`config.mk`:
```
export PLATFORM = sky130hd
export DESIGN_NAME = bus_source_arbiter
export DESIGN_NICKNAME = d
export VERILOG_FILES = /design/src/rtl/bus_source_arbiter.sv
export SDC_FILE = /design/constraint.sdc
export NUM_CORES = 1
export LEC_CHECK = 0
export CORE_ASPECT_RATIO = 1.4
export CORE_MARGIN = 2
export CORE_UTILIZATION = 60
export CTS_CLUSTER_SIZE = 20
export DETAILED_ROUTE_END_ITERATION = 6
export GPL_TIMING_DRIVEN = 0
export PLACE_DENSITY_LB_ADDON = 0.1
export SLEW_MARGIN = 20
export SYNTH_ARGS = -nofsm -noshare
export SYNTH_HDL_FRONTEND = slang
export SYNTH_SLANG_ARGS = --single-unit
```
`constraint.sdc`:
```
create_clock -name clk -period 14.8 [get_ports clk]
set_input_delay 2.96 -clock clk [delete_from_list [all_inputs] [get_ports clk]]
set_output_delay 2.96 -clock clk [all_outputs]
set_load 0.02 [all_outputs]
```
`src/rtl/bus_source_arbiter.sv`:
```
// -----------------------------------------------------------------------------
// bus_source_arbiter
//
// Round-robin arbiter for the shared internal 32-bit bus. Up to N_SRC sources
// (R0-R15, HI, LO, Zhigh, Zlow, PC, MDR, InPort, C, ...) request the bus. One
// owner at a time is granted. Between two owners there is always one dead
// turnaround cycle. An owner that keeps the bus for HOLD_MAX consecutive cycles
// has its grant revoked.
//
// Parameters
//   N_SRC     number of arbitrated sources (1..32); higher req bits are ignored
//   HOLD_MAX  maximum consecutive grant cycles per owner (1..255), 0 = no limit
//
// Ports
//   clk          system clock, rising edge
//   clr          synchronous active-low reset
//   req[31:0]    level-sensitive request, bit i = source i
//   release_bus  current owner is finished (only looked at while granted).
//                `release` is a reserved word in SystemVerilog, so the port
//                carries this name instead.
//   grant[31:0]  one-hot bus-out select for the 32-to-5 encoder, 0 when idle
//   grant_id     index of the current owner, 5'd31 when idle
//   busy         high while a source owns the bus
//   timeout      one-cycle pulse after a grant was revoked by HOLD_MAX
//
// Every output is a flop. The next-state logic computes the next owner, and
// the output logic decodes that next owner into next-cycle grant values.
// -----------------------------------------------------------------------------
module bus_source_arbiter #(
  parameter int N_SRC    = 24,
  parameter int HOLD_MAX = 15
) (
  input  logic        clk,
  input  logic        clr,
  input  logic [31:0] req,
  input  logic        release_bus,
  output logic [31:0] grant,
  output logic [4:0]  grant_id,
  output logic        busy,
  output logic        timeout
);

  typedef enum logic {
    IDLE  = 1'b0,
    GRANT = 1'b1
  } state_t;

  // Sources at or above N_SRC do not exist and can never win.
  localparam logic [31:0] SRC_MASK = (N_SRC >= 32) ? 32'hFFFF_FFFF
                                                   : ((32'd1 << N_SRC) - 32'd1);
  localparam logic [7:0]  HOLD_LIM = 8'(HOLD_MAX);
  localparam logic [4:0]  NO_OWNER = 5'd31;
  localparam logic [5:0]  N_SRC_W  = 6'(N_SRC);

  state_t      state_q, state_d;
  logic [4:0]  owner_q, owner_d;
  logic [4:0]  ptr_q,   ptr_d;
  logic [7:0]  cnt_q,   cnt_d;
  logic        timeout_d;

  logic [31:0] grant_d;
  logic [4:0]  grant_id_d;
  logic        busy_d;

  logic [31:0] req_eff;
  logic        owner_req;
  logic        hold_hit;
  logic        win_found;
  logic [4:0]  win_idx;
  logic [5:0]  scan_sum;
  logic [4:0]  scan_idx;
  logic [4:0]  ptr_after_owner;

  assign req_eff   = req & SRC_MASK;
  assign owner_req = req_eff[owner_q];
  assign hold_hit  = (HOLD_MAX != 0) && (cnt_q == HOLD_LIM);

  // The pointer moves past the owner that just left, wrapping at N_SRC.
  assign ptr_after_owner = (({1'b0, owner_q} + 6'd1) >= N_SRC_W) ? 5'd0
                                                                  : owner_q + 5'd1;

  // Rotating priority search: the first requester at or after ptr, wrapping
  // modulo N_SRC. The 6-bit sum keeps ptr+off from overflowing before the wrap.
  always_comb begin
    // NOTE: every variable gets a default at the top of a combinational block,
    // so no path can leave it unassigned and infer a latch.
    win_found = 1'b0;
    win_idx   = '0;
    scan_sum  = '0;
    scan_idx  = '0;
    for (int off = 0; off < N_SRC; off++) begin
      scan_sum = {1'b0, ptr_q} + 6'(off);
      if (scan_sum >= N_SRC_W) begin
        scan_sum = scan_sum - N_SRC_W;
      end
      scan_idx = scan_sum[4:0];
      if (!win_found && req_eff[scan_idx]) begin
        win_found = 1'b1;
        win_idx   = scan_idx;
      end
    end
  end

  // Next-state logic.
  always_comb begin
    state_d   = state_q;
    owner_d   = owner_q;
    ptr_d     = ptr_q;
    cnt_d     = cnt_q;
    timeout_d = 1'b0;

    unique case (state_q)
      IDLE: begin
        if (win_found) begin
          state_d = GRANT;
          owner_d = win_idx;
          cnt_d   = 8'd1;
        end
      end

      GRANT: begin
        // Exit priority: release, then withdrawn request, then hold limit.
        // Only the last one reports a timeout.
        if (release_bus || !owner_req || hold_hit) begin
          state_d   = IDLE;
          ptr_d     = ptr_after_owner;
          cnt_d     = '0;
          timeout_d = !release_bus && owner_req;
        end else if (cnt_q != 8'hFF) begin
          cnt_d = cnt_q + 8'd1;
        end
      end

      default: begin
        state_d = IDLE;
      end
    endcase
  end

  // Output logic: decodes the next state into the values the output flops load.
  always_comb begin
    grant_d    = '0;
    grant_id_d = NO_OWNER;
    busy_d     = 1'b0;
    if (state_d == GRANT) begin
      grant_d[owner_d] = 1'b1;
      grant_id_d       = owner_d;
      busy_d           = 1'b1;
    end
  end

  // State and output registers. A reset drops the grant at the same edge and
  // never raises timeout.
  always_ff @(posedge clk) begin
    // NOTE: sequential state uses non-blocking assignments, so every flop
    // samples its input from before the edge regardless of statement order.
    if (!clr) begin
      state_q  <= IDLE;
      owner_q  <= '0;
      ptr_q    <= '0;
      cnt_q    <= '0;
      grant    <= '0;
      grant_id <= NO_OWNER;
      busy     <= 1'b0;
      timeout  <= 1'b0;
    end else begin
      state_q  <= state_d;
      owner_q  <= owner_d;
      ptr_q    <= ptr_d;
      cnt_q    <= cnt_d;
      grant    <= grant_d;
      grant_id <= grant_id_d;
      busy     <= busy_d;
      timeout  <= timeout_d;
    end
  end

  // Bus-safety invariants.
  a_grant_onehot0 : assert property (@(posedge clk) disable iff (!clr)
    $onehot0(grant));

  a_grant_id_agree : assert property (@(posedge clk) disable iff (!clr)
    (grant == '0) ? (grant_id == NO_OWNER) : (grant == (32'd1 << grant_id)));

  a_grant_in_range : assert property (@(posedge clk) disable iff (!clr)
    (grant & ~SRC_MASK) == '0);

  a_busy_matches : assert property (@(posedge clk) disable iff (!clr)
    busy == (grant != '0));

endmodule

```
; Yosys cells after proc, flatten, opt, wreduce, memory -nomap -nowiden
; Cells that the tools add are included.
[classes]
n_addsub = 50
order_cmp = 52
n_eq_ne = 4
n_mux = 135
n_bitwise = 1
n_reduce_logical = 56
[ops]
columns = cell, n
row1 = two-way mux 5 bit, 51
row2 = "less-than comparator 5 x 6 -> 1 bit, second input constant", 26
row3 = ">= comparator 6 x 5 -> 1 bit, second input constant", 24
row4 = binary-select mux 1 bit (select 5 bit), 25
row5 = "subtractor 5 bit, second input constant", 24
row6 = two-way mux 1 bit, 53
row7 = "adder 5 x 4 -> 6 bit, second input constant", 8
row8 = "adder 5 x 5 -> 6 bit, second input constant", 8
row9 = logical AND 1 bit, 25
row10 = zero test 1 bit, 25
row11 = "adder 5 x 3 -> 6 bit, second input constant", 4
row12 = two-way mux 8 bit, 3
row13 = one-hot mux 8 bit (2 select lines), 1
row14 = "adder 5 x 1 -> 6 bit, second input constant", 2
row15 = "adder 5 x 2 -> 6 bit, second input constant", 2
row16 = "adder 8 x 1 -> 8 bit, second input constant", 1
row17 = "equality test 8 x 4 -> 1 bit, second input constant", 1
row18 = "!= test 8 bit, second input constant", 1
row19 = AND reduction 2 bit, 3
row20 = "adder 5 x 1 -> 5 bit, second input constant", 1
row21 = demux 1 bit (select 5 bit), 1
row22 = ">= comparator 5 x 1 -> 1 bit, second input constant", 1
row23 = ">= comparator 5 bit, second input constant", 1
row24 = "!= test 3 x 1 -> 1 bit, second input constant", 1
row25 = 5 further kinds, 6
[totals]
ff_bits = 58
in_bits = 35

; Longest topological paths before layout
; Gate-level depths: netlist of run 1.
[depth]
word_depth = 80
mapped_depth = 29
depth_no_buf = 19

; Least setup slack after synthesis of run 1
; OpenSTA, ideal clock, no wires.
[synth_timing]
path_type = input-to-reg
startpoint = input req[10]
endpoint = register grant[2]
setup_time_ns = 0.087
t_arrival_ns = 6.703
required_ns = 14.713
setup_slack_ns = 8.010
cell_stages = 15
n_path_buf = 2
path_cell_list = mux2_4 mux4_2 and3_1 o31ai_2 and4_4 nand4_4 or3_1 buf_2 a2111oi_2 a221o_1 a211oi_1 o31a_1 or3b_1 clkbuf_1 nor4b_2
[synth_via]
elab_chain_cells = 78
[synth_lines]
columns = item, line_no
row1 = from (decl), 35  ; input logic [31:0] req,
row2 = binary-select mux 1 bit (select 5 bit), 97  ; if (!win_found && req_eff[scan_idx]) begin
row3 = two-way mux 1 bit (not written as such), 97
row4 = two-way mux 1 bit, 97
row5 = zero test 1 bit, 97
row6 = logical AND 1 bit, 97
row7 = two-way mux 1 bit, 97
row8 = zero test 1 bit, 97
row9 = logical AND 1 bit, 97
row10 = (+62 left out), -
row11 = logical AND 1 bit, 97
row12 = two-way mux 5 bit or two-way mux 1 bit (tied branches), 97
row13 = two-way mux 5 bit, 114  ; if (win_found) begin
row14 = two-way mux 5 bit, 112  ; unique case (state_q)
row15 = less-than comparator 5 x 6 -> 1 bit (not written as such) or >= comparator 5 x 1 -> 1 bit (tied branches), 146  ; grant_d[owner_d] = 1'b1;
row16 = logical AND 1 bit (not written as such), 146
row17 = two-way mux 1 bit (not written as such), 146
row18 = demux 1 bit (select 5 bit), 146
row19 = to (signal assigned), 171  ; grant <= grant_d;
row20 = to (decl), 37  ; output logic [31:0] grant,
; Several ways; a longest one is shown, not always the timed one. The select of a mux whose other input is x is not followed.
; A chain may end at the register's enable or synchronous reset.

; Worst setup path in the final report of run 1
[layout_timing]
startpoint = register ptr_q[2]
endpoint = register grant[5]
[layout_via]
elab_chain_cells = 80
[layout_lines]
columns = item, line_no
row1 = from (decl), 57  ; logic [4:0] ptr_q, ptr_d;
row2 = from (signal assigned), 169  ; ptr_q <= ptr_d;
row3 = "parallel branches: the longest is 80 deep, another holds adder 5 x 1 -> 6 bit", -
; Parallel ways; which one is timed is not known. The select of a mux whose other input is x is not followed.

==> flow_summary.toml, run 1 <==
[yosys]
synth_area_um2 = 8200
synth_edf_count = 0
ys_ff_latch = 57
syn_inst = 1055
synth_flop_cell = "dfxtp_1"
synthAdderAreaFrac_pct = 4.12
synth_simple_gate_area_share_pct = 28.4
synth_compound_area_share_pct = 24.7
synthMuxAreaShare_pct = 19.9
netlist-cell-type-count = 91
syn_area_per_cell_um2 = 7.77
async_flop_share_pct = 0
synth_top_family_by_area = "simple AND/OR/NAND/NOR gates"
ys_warn_count = 0
synth-xor-area-share_pct = 3.62
yosysSeqAreaShare_pct = 13.9

[route]
drt_iter0_markers = 1205
wl_per_cell_um = 26.0
antenna_left = 0
vias_per_cell = 7.27
vias = 9630
drc = 4
drt-total-wl_mm = 34.4
drtPass1Iterations = 7

[timing]
rsz0062_at_grt = "no"
worst-slew-pin-transition_ns = 1.22
hold_violations = 0
timing.setup.tns_ns = 0
min_period_ns = 8.89
slew_violations = 0
slew_headroom_pct = 18.0
period_share_pct = 60.0
whs_ns = 0.493
skew_ns = 0.00689
fmax_mhz = 113
setup_viol_count_final = 0

[global_routing]
grt_pass1_vias = 9050
grt_pass1_wl_mm = 51.8
grt_max_degree = 15
overflow = 0
grt_usage_pct = 47.2
antenna_found_initial = 1

[outcome]
violations = "DRC"
status = "complete, but fails checks"

[critical_path]
crit_buf_inv = 9
critical-path-slowest-cell = "clkbuf_1"
crit_arrival_ns = 9.08
worstPathMaxFanout = 10
cp.required_ns = 15.00
critical-path-max-stage-delay_ns = 0.59
startpoint_type = "flip-flop"
critPathKind = "flip-flop to flip-flop"
end_kind = "flip-flop"
path_delay_family = "simple AND/OR/NAND/NOR gates"
crit_top_cell = "clkbuf_1"

[floorplan]
io_pins = 74
die-area_um2 = 14600
core-area_um2 = 13400
initial_core_util_pct = 61.2
num_rows = 50
die_h_um = 142
die_w_um = 103

[worst_hold_path]
hold_class = "flip-flop to flip-flop"

[pwr]
p_leak_nw = 3.41
power.switching_mw = 1.14
vdd_drop_max_uv = 143
switching_share_pct = 55.8
p_per_area_nw_per_um2 = 217
power_frac_comb_pct = 79.4
clockPowerShare_pct = 10.7
p_int_mw = 0.904
p_total_mw = 2.05
sequentialPowerShare_pct = 9.9

[cts]
cts_buffer_depth = 2
insertion_delay_ns = 0.33
cts_buffers = 9
cts_tree = "done"
clk_pin_slew_worst_paths_ns = 0.05
cts_setup_buffers = 0
cts-hold-fix-buffers = 0
cts_sinks = 57
root_buffer = "clkbuf_16"
cts_resized = 0
cts-htree-levels = 3

[cells_and_area]
layout_common_cells = "nand2_1 (85), nor2_1 (77), mux2i_1 (74)"
drive_gt1_share_pct = 10.9
area_growth_syn_to_layout_pct = 14.9
n_antenna_cell = 0
final_nets = 1200
fin_util_pct = 70.4
final_common_cell = "nand2_1"
final_cell_count_no_fill = 1324

[placed_design]
place_hpwl_mm = 25.5
port_buffers = 65
placed_cells = 1309
place_congestion = 1.12

[flow_run]
max_cap_viol_count = 0
## synth_stat cells, types with 8 or more instances
master    number  area [um^2]
nor2b_1       18          113
mux2_2        10          113
o211ai_1      11         82.6
nor4b_1        9         78.8
nand3b_1      10         75.1
a31oi_1       10         62.6
and2_1        19          119
and3_1        18          113
nor4_1        17          106
a21oi_1       53          265
nor2_1        77          289
nand3_1       43          215
a211oi_1      14          105
buf_1         10         37.5
o31ai_1       10         75.1
nand4_1       12         75.1
ha_1          27          338
a21o_1        12         90.1
o21ai_0       51          255
o21a_1         8         60.1
or4_1         11         82.6
nor3_1        37          185
or3_1         17          106
nand2b_1      19          119
clkbuf_1      35          131
buf_2         32          160
o22ai_1        9         56.3
xnor2_1       29          254
nand2_1       85          319
mux4_2        32          721
a21boi_0      10         75.1
mux2i_1       74          741
inv_1         18         67.6
dfxtp_1       57         1140
## worst register-to-register path: stages (launching register included)
cell and delay [ns]:
dfxtp_1 0.49, buf_2 0.33, buf_1 0.58, clkbuf_1 0.59, inv_1 0.48, ha_1 0.37, clkbuf_1 0.24, xor2_1 0.26
clkbuf_1 0.38, inv_1 0.12, ha_1 0.23, and3b_1 0.16, clkbuf_1 0.16, and2_1 0.22, or4_1 0.48, o211a_1 0.17
mux2i_1 0.35, nand3_1 0.42, or4_1 0.52, clkbuf_1 0.23, nor3_1 0.40, nor4_1 0.14, a41o_1 0.28, o21ai_1 0.32
nand3_1 0.36, nor4b_1 0.47
## cell families after synthesis
family                     after synthesis
DFF                                     57
xor gates and xnor gates                33
muxes                                  121
other                                    1
and+or+nand+nor                        426
AOI/OAI and AO/OA                      288
buffers and inverters                  102
adders and majority gates               27
## metrics by stage
stage                     area, um^2  setup WS [ns]
after floorplan                 8220           8.01
after CTS                       9420           6.33
final                           9420           5.91
after detailed placement        9110           6.17
after global placement          9100           6.22
after global routing            9420           5.73
## cell type report
cell class / count / area, um^2
multi-input combinational: 903 / 6650
fill: 1131 / 3970
sequential: 57 / 1140
timing repair buffer: 65 / 651
buffer: 80 / 355
clock buffer: 12 / 246
tap: 182 / 228
inverter: 22 / 82.6
clock inverter: 3 / 65.1
## final timing paths
kind	slack [ns]	start	depth (start not counted)	end
max	5.91	ptr_q[2]	25	grant[5]
min	0.49	cnt_q[0]	2	cnt_q[0]
max reg2reg	5.91	ptr_q[2]	25	grant[5]
min reg2reg	0.49	cnt_q[0]	2	cnt_q[0]
## flip-flops by register name, summed over array words and instances (netlist names)
register,count
grant,32
cnt_q,8
grant_id,5
owner_q,5
ptr_q,5
busy,1
timeout,1
## power by group through the flow
stage          Sequential (mW)  Combinational (mW)  Clock [mW]
6_report                 0.203                1.63       0.218
4_1_cts                  0.201                1.53       0.217
5_1_grt                  0.203                1.70       0.224
3_5_place_dp             0.203                1.52           0
2_1_floorplan            0.217                1.06           0
3_3_place_gp             0.203                1.51           0
## metal layers
| metal | up-vias | share of wire, % | GRT usage [%] | wire length, um |
|---|---|---|---|---|
| met4 | 0 | 9.8 | 36.7 | 3380 |
| li1 | 4213 | - | - | - |
| met3 | 196 | 12 | 17.6 | 4300 |
| met5 | - | 0 | 2.20 | 0 |
| met1 | 4531 | 34 | 51.5 | 11500 |
| met2 | 690 | 44 | 72.5 | 15200 |
No activity file was read; power rests on OpenSTA's default activity.
==> run 2, diff against run 1 <==
==> constraint.sdc (replaced) <==
create_clock -name clk -period 8.7 [get_ports clk]
set_input_delay 1.74 -clock clk [delete_from_list [all_inputs] [get_ports clk]]
set_output_delay 1.74 -clock clk [all_outputs]
set_load 0.02 [all_outputs]
==> run 2 against run 1 <==
Net effect:
- the run still ends with DRC left
- clock skew barely moved
- fmax grew 6.0%
- combinational power is 70% higher
- register-to-register slack worse by 5.6 ns
- sequential share of layout area about the same
- global-route usage unchanged
- design area is 0.11% higher
- highest routed layer unchanged
==> flow_summary.toml, run 2 (synthesis gave the netlist of run 1 again) <==
[cells_and_area]
largest-register = "grant"
area_growth_syn_to_layout_pct = 15.0
regArea_um2 = 1140
drive_gt1_share_pct = 11.1
final_nets = 1200
reg_top3 = "grant (32), cnt_q (8)"
layout_common_cells = "nand2_1 (85), nor2_1 (77), mux2i_1 (74)"
multi_input_area_um2 = 6660
final_common_cell = "nand2_1"
fillerInstances = 1130
fin_util_pct = 70.4
largest_reg_flops = 32

[route]
vias = 9639
wl_per_cell_um = 26.0
vias_per_cell = 7.27
antenna_left = 0
drt-total-wl_mm = 34.4
drtPass1Iterations = 7
drt_iter0_markers = 1233
drc = 1

[cts]
cts_buffer_depth = 2
cts_setup_buffers = 0
cts_sinks = 57
clk_pin_slew_worst_paths_ns = 0.05
insertion_delay_ns = 0.33
cts-htree-levels = 3
root_buffer = "clkbuf_16"
cts_buffers = 9
cts_tree = "done"

[pwr]
p_leak_nw = 3.42
vdd_drop_max_uv = 243
p_per_area_nw_per_um2 = 370

[critical_path]
path_delay_family = "buffers and inverters"
crit_arrival_ns = 8.58
critical-path-max-stage-delay_ns = 0.83
critPathKind = "flip-flop to flip-flop"
end_kind = "flip-flop"
critical-path-slowest-cell = "mux2i_1"
crit_buf_inv = 6
path_cells = "buf_2 > buf_1 > clkbuf_2 > inv_1 > ha_1 > clkbuf_1 > mux4_2 > mux2i_1 > mux2i_1 > nand3_1 > and3_1 > nand4_1 > clkbuf_1 > nor4_2 > nand2b_1 > mux2_2 > a22oi_1 > o31a_1 > nand3_1 > nor4b_1"
startpoint_type = "flip-flop"
worstPathMaxFanout = 10
cp.required_ns = 8.90

[timing]
setup_viol_count_final = 0
hold_violations = 0
skew_ns = 0.00691
slew_headroom_pct = 17.8
period_share_pct = 96.4
slew_violations = 0
rsz0062_at_grt = "no"
timing.setup.tns_ns = 0
fmax_mhz = 119
worst-slew-pin-transition_ns = 1.22
whs_ns = 0.494
min_period_ns = 8.38

[floorplan]
num_rows = 50
initial_core_util_pct = 61.2
die_h_um = 142
die_w_um = 103
die-area_um2 = 14600
core-area_um2 = 13400
io_pins = 74

[placed_design]
port_buffers = 65
place_hpwl_mm = 25.5
place_congestion = 1.12

[global_routing]
antenna_found_initial = 1
grt_pass1_wl_mm = 51.8
grt_max_degree = 15
grt_pass1_vias = 9050
grt_usage_pct = 47.2
overflow = 0

[outcome]
status = "complete, but fails checks"
violations = "DRC"

[worst_hold_path]
hold_class = "flip-flop to flip-flop"

[flow_run]
max_cap_viol_count = 0
[run 2: cell types whose count changed in the layout (fill, tap and decap cells not counted)]
cell	delta
buf_1	-1
clkbuf_1	-1
clkbuf_2	+2
diode_2	+1
nand3_1	-1
nand3_2	+1
[run 2: power breakdown]
part / switching (mW) / internal [mW]
clock network: 0.114 / 0.256
logic: 1.80 / 0.978
registers: 0.0386 / 0.306
total: 1.95 / 1.54
[run 2: path summary, 6_finish.rpt]
check	from	end	slack [ns]	cells past startpoint
worst max-delay path	ptr_q[2]	grant[5]	0.32	20
worst min-delay path	cnt_q[0]	cnt_q[0]	0.49	2
worst max register to register	ptr_q[2]	grant[5]	0.32	20
worst min register to register	cnt_q[0]	cnt_q[0]	0.49	2
[run 2: worst min-delay path, delay by kind of cell, from the launching register on]
| kind | cells | cell delay [ns] |
|---|---|---|
| compound gates | 1 | 0.05 |
| flops | 1 | 0.34 |
| buf+inv | 1 | 0.06 |
[run 2: final cells by class]
class / count / share of cell area (%)
clock buffer: 12 / 2.61
multi-input combinational: 903 / 70.6
buffer: 80 / 3.79
inverter: 22 / 0.876
antenna: 1 / 0.0265
sequential: 57 / 12.1
timing repair buffer: 65 / 6.90
tap: 182 / 2.41
clock inverter: 3 / 0.690
[run 2: timing repair]
| item | 4_1_cts | 5_1_grt |
|---|---|---|
| hold buffers | 0 | 0 |
| gates resized for setup | 0 | 4 |
| endpoints found under the setup margin | 0 | 30 |
[run 2: metal layers]
metal / wire length (um) / track usage (%) / part of all wire (%)
met1: 11300 / 51.5 / 33
met2: 15200 / 72.5 / 44
met3: 4560 / 17.6 / 13
met4: 3340 / 36.7 / 9.7
met5: 0 / 2.20 / 0
[run 2: per-stage QoR]
stage / power (mW) / instance area, um^2 / setup slack (ns) / cells
6_report: 3.49 / 9430 / 0.315 / 1325
5_1_grt: 3.61 / 9430 / 0.0829 / 1324
4_1_cts: 3.32 / 9420 / 0.228 / 1324
3_5_place_dp: 2.93 / 9110 / 0.427 / 1309
3_3_place_gp: 2.91 / 9100 / 0.412 / 1309
2_1_floorplan: 2.16 / 8220 / 2.38 / 1062
==> run 3, diff against run 2 <==
--- a/config.mk
+++ b/config.mk
@@ -11,7 +11,7 @@
 export CTS_CLUSTER_SIZE = 20
 export DETAILED_ROUTE_END_ITERATION = 6
 export GPL_TIMING_DRIVEN = 0
-export PLACE_DENSITY_LB_ADDON = 0.1
+export PLACE_DENSITY = 0.83
 export SLEW_MARGIN = 20
 export SYNTH_ARGS = -nofsm -noshare
 export SYNTH_HDL_FRONTEND = slang
==> run 3 against run 2 <==
Net effect:
- the run now ends clean
- sequential share of layout area down 0.056 points
- non-clock buffer count unchanged
- via count up 0.76%
- sequential power up 1%
- utilization up 0.33 points
- worst hold slack better by 0.020 ns
- worst setup slack better by 0.083 ns
- critical endpoint is now grant[16]
- largest power group unchanged
==> flow_summary.toml, run 3 (synthesis gave the netlist of run 1 again) <==
[global_routing]
grt_max_degree = 15
antenna_found_initial = 1
grt_usage_pct = 48.7
grt_pass1_vias = 9419
grt_pass1_wl_mm = 53.3
overflow = 0

[floorplan]
core-area_um2 = 13400
die_w_um = 103
initial_core_util_pct = 61.2
num_rows = 50
io_pins = 74
die-area_um2 = 14600
die_h_um = 142

[pwr]
power.switching_mw = 1.96
p_int_mw = 1.57
switching_share_pct = 55.5
power_frac_comb_pct = 78.6
p_leak_nw = 3.44
vdd_drop_max_uv = 335
clockPowerShare_pct = 11.5
p_per_area_nw_per_um2 = 372
sequentialPowerShare_pct = 9.9

[cells_and_area]
final_nets = 1200
area_growth_syn_to_layout_pct = 15.6
reg_top3 = "grant (32), cnt_q (8)"
final_cell_count_no_fill = 1326
layout_common_cells = "nand2_1 (85), nor2_1 (77), mux2i_1 (74)"
regArea_um2 = 1140
largest-register = "grant"
fin_util_pct = 70.8
final_common_cell = "nand2_1"
drive_gt1_share_pct = 11.5
largest_reg_flops = 32
multi_input_area_um2 = 6670
fillerInstances = 1109

[timing]
rsz0062_at_grt = "no"
whs_ns = 0.514
worst-slew-pin-transition_ns = 1.01
timing.setup.tns_ns = 0
setup_viol_count_final = 0
period_share_pct = 95.4
setup_ws_ns = 0.398
fmax_mhz = 120
skew_ns = 0.00595
slew_headroom_pct = 30.7
hold_violations = 0
min_period_ns = 8.30
slew_violations = 0

[critical_path]
path_delay_family = "buffers and inverters"
critical-path-slowest-cell = "dfxtp_1"
critPathKind = "flip-flop to flip-flop"
end_kind = "flip-flop"
cp.required_ns = 8.88
startpoint_type = "flip-flop"
crit_arrival_ns = 8.48
crit_top_cell = "buf_2"
cp.depth = 29
worstPathMaxFanout = 10
critical-path-max-stage-delay_ns = 0.59
crit_buf_inv = 13
reg2reg_depth = 29

[route]
wl_per_cell_um = 26.6
drtPass1Iterations = 6
antenna_left = 0
drt_iter0_markers = 1310
vias_per_cell = 7.32
drc = 0
drt-total-wl_mm = 35.3
vias = 9712

[worst_hold_path]
hold_class = "flip-flop to flip-flop"
hold_path_depth = 2

[cts]
cts-htree-levels = 3
cts_buffer_depth = 2
root_buffer = "clkbuf_16"
cts_sinks = 57
cts_tree = "done"
insertion_delay_ns = 0.33
clk_pin_slew_worst_paths_ns = 0.05
cts_buffers = 9

[placed_design]
dp_slack_ns = 0.442
placed_cells = 1309
port_buffers = 65
place_hpwl_mm = 25.7
place_congestion = 1.12

[outcome]
status = "completed"

[flow_run]
max_cap_viol_count = 0
## run 3: cell types whose count changed in the layout (fill, tap and decap cells not counted), sizes merged
| cell | before | now |
|---|---|---|
| clkbuf | 48 | 46 |
| buf | 44 | 43 |
| inv | 19 | 20 |
| bufinv | 2 | 3 |
| clkinv | 4 | 6 |
## run 3: worst paths after layout
check	from	endpoint	slack, ns
hold reg to reg	cnt_q[0]	cnt_q[0]	0.51
hold / removal	cnt_q[0]	cnt_q[0]	0.51
setup reg to reg	ptr_q[1]	grant[16]	0.40
setup / recovery	ptr_q[1]	grant[16]	0.40
## run 3: power by group through the flow
| stage | registers [mW] | logic [mW] | clock network, mW |
|---|---|---|---|
| detailed placement | 0.347 | 2.57 | 0 |
| finish | 0.349 | 2.77 | 0.404 |
| CTS | 0.344 | 2.60 | 0.407 |
| global placement | 0.346 | 2.55 | 0 |
| floorplan | 0.370 | 1.79 | 0 |
| global route | 0.350 | 2.89 | 0.415 |
## run 3: cell type report
| type | count | area share (%) |
|---|---|---|
| sequential | 57 | 12.0 |
| antenna | 1 | 0.0264 |
| tap | 182 | 2.40 |
| multi-input combinational | 903 | 70.4 |
| inverter | 22 | 0.872 |
| buffer | 80 | 3.82 |
| timing repair buffer | 65 | 6.87 |
| clock buffer | 9 | 2.38 |
| clock inverter | 7 | 1.24 |
## run 3: worst min-delay path, cell delays in order (launching register included)
cell     delay, ns
dfxtp_1       0.34
inv_1         0.06
a21oi_1       0.06
## run 3: layer usage
metal / vias up / track usage, % / share of wire [%]
li1: 4225 / - / -
met1: 4547 / 53.6 / 34
met2: 720 / 76.0 / 45
met3: 220 / 15.8 / 12
met4: 0 / 38.0 / 9.4
met5: - / 0 / 0
## run 3: repair_timing
item	in CTS	in global routing
gates resized for setup	0	6
hold endpoints to repair	0	0
buffers inserted	0	0
hold buffers	0	0
endpoints found under the setup margin	0	35
## run 3: per-stage QoR
step	power, mW	area (um^2)
after floorplan	2.16	8220
after global placement	2.89	9100
after detailed placement	2.92	9110
after CTS	3.35	9450
after global routing	3.66	9480
final	3.52	9480
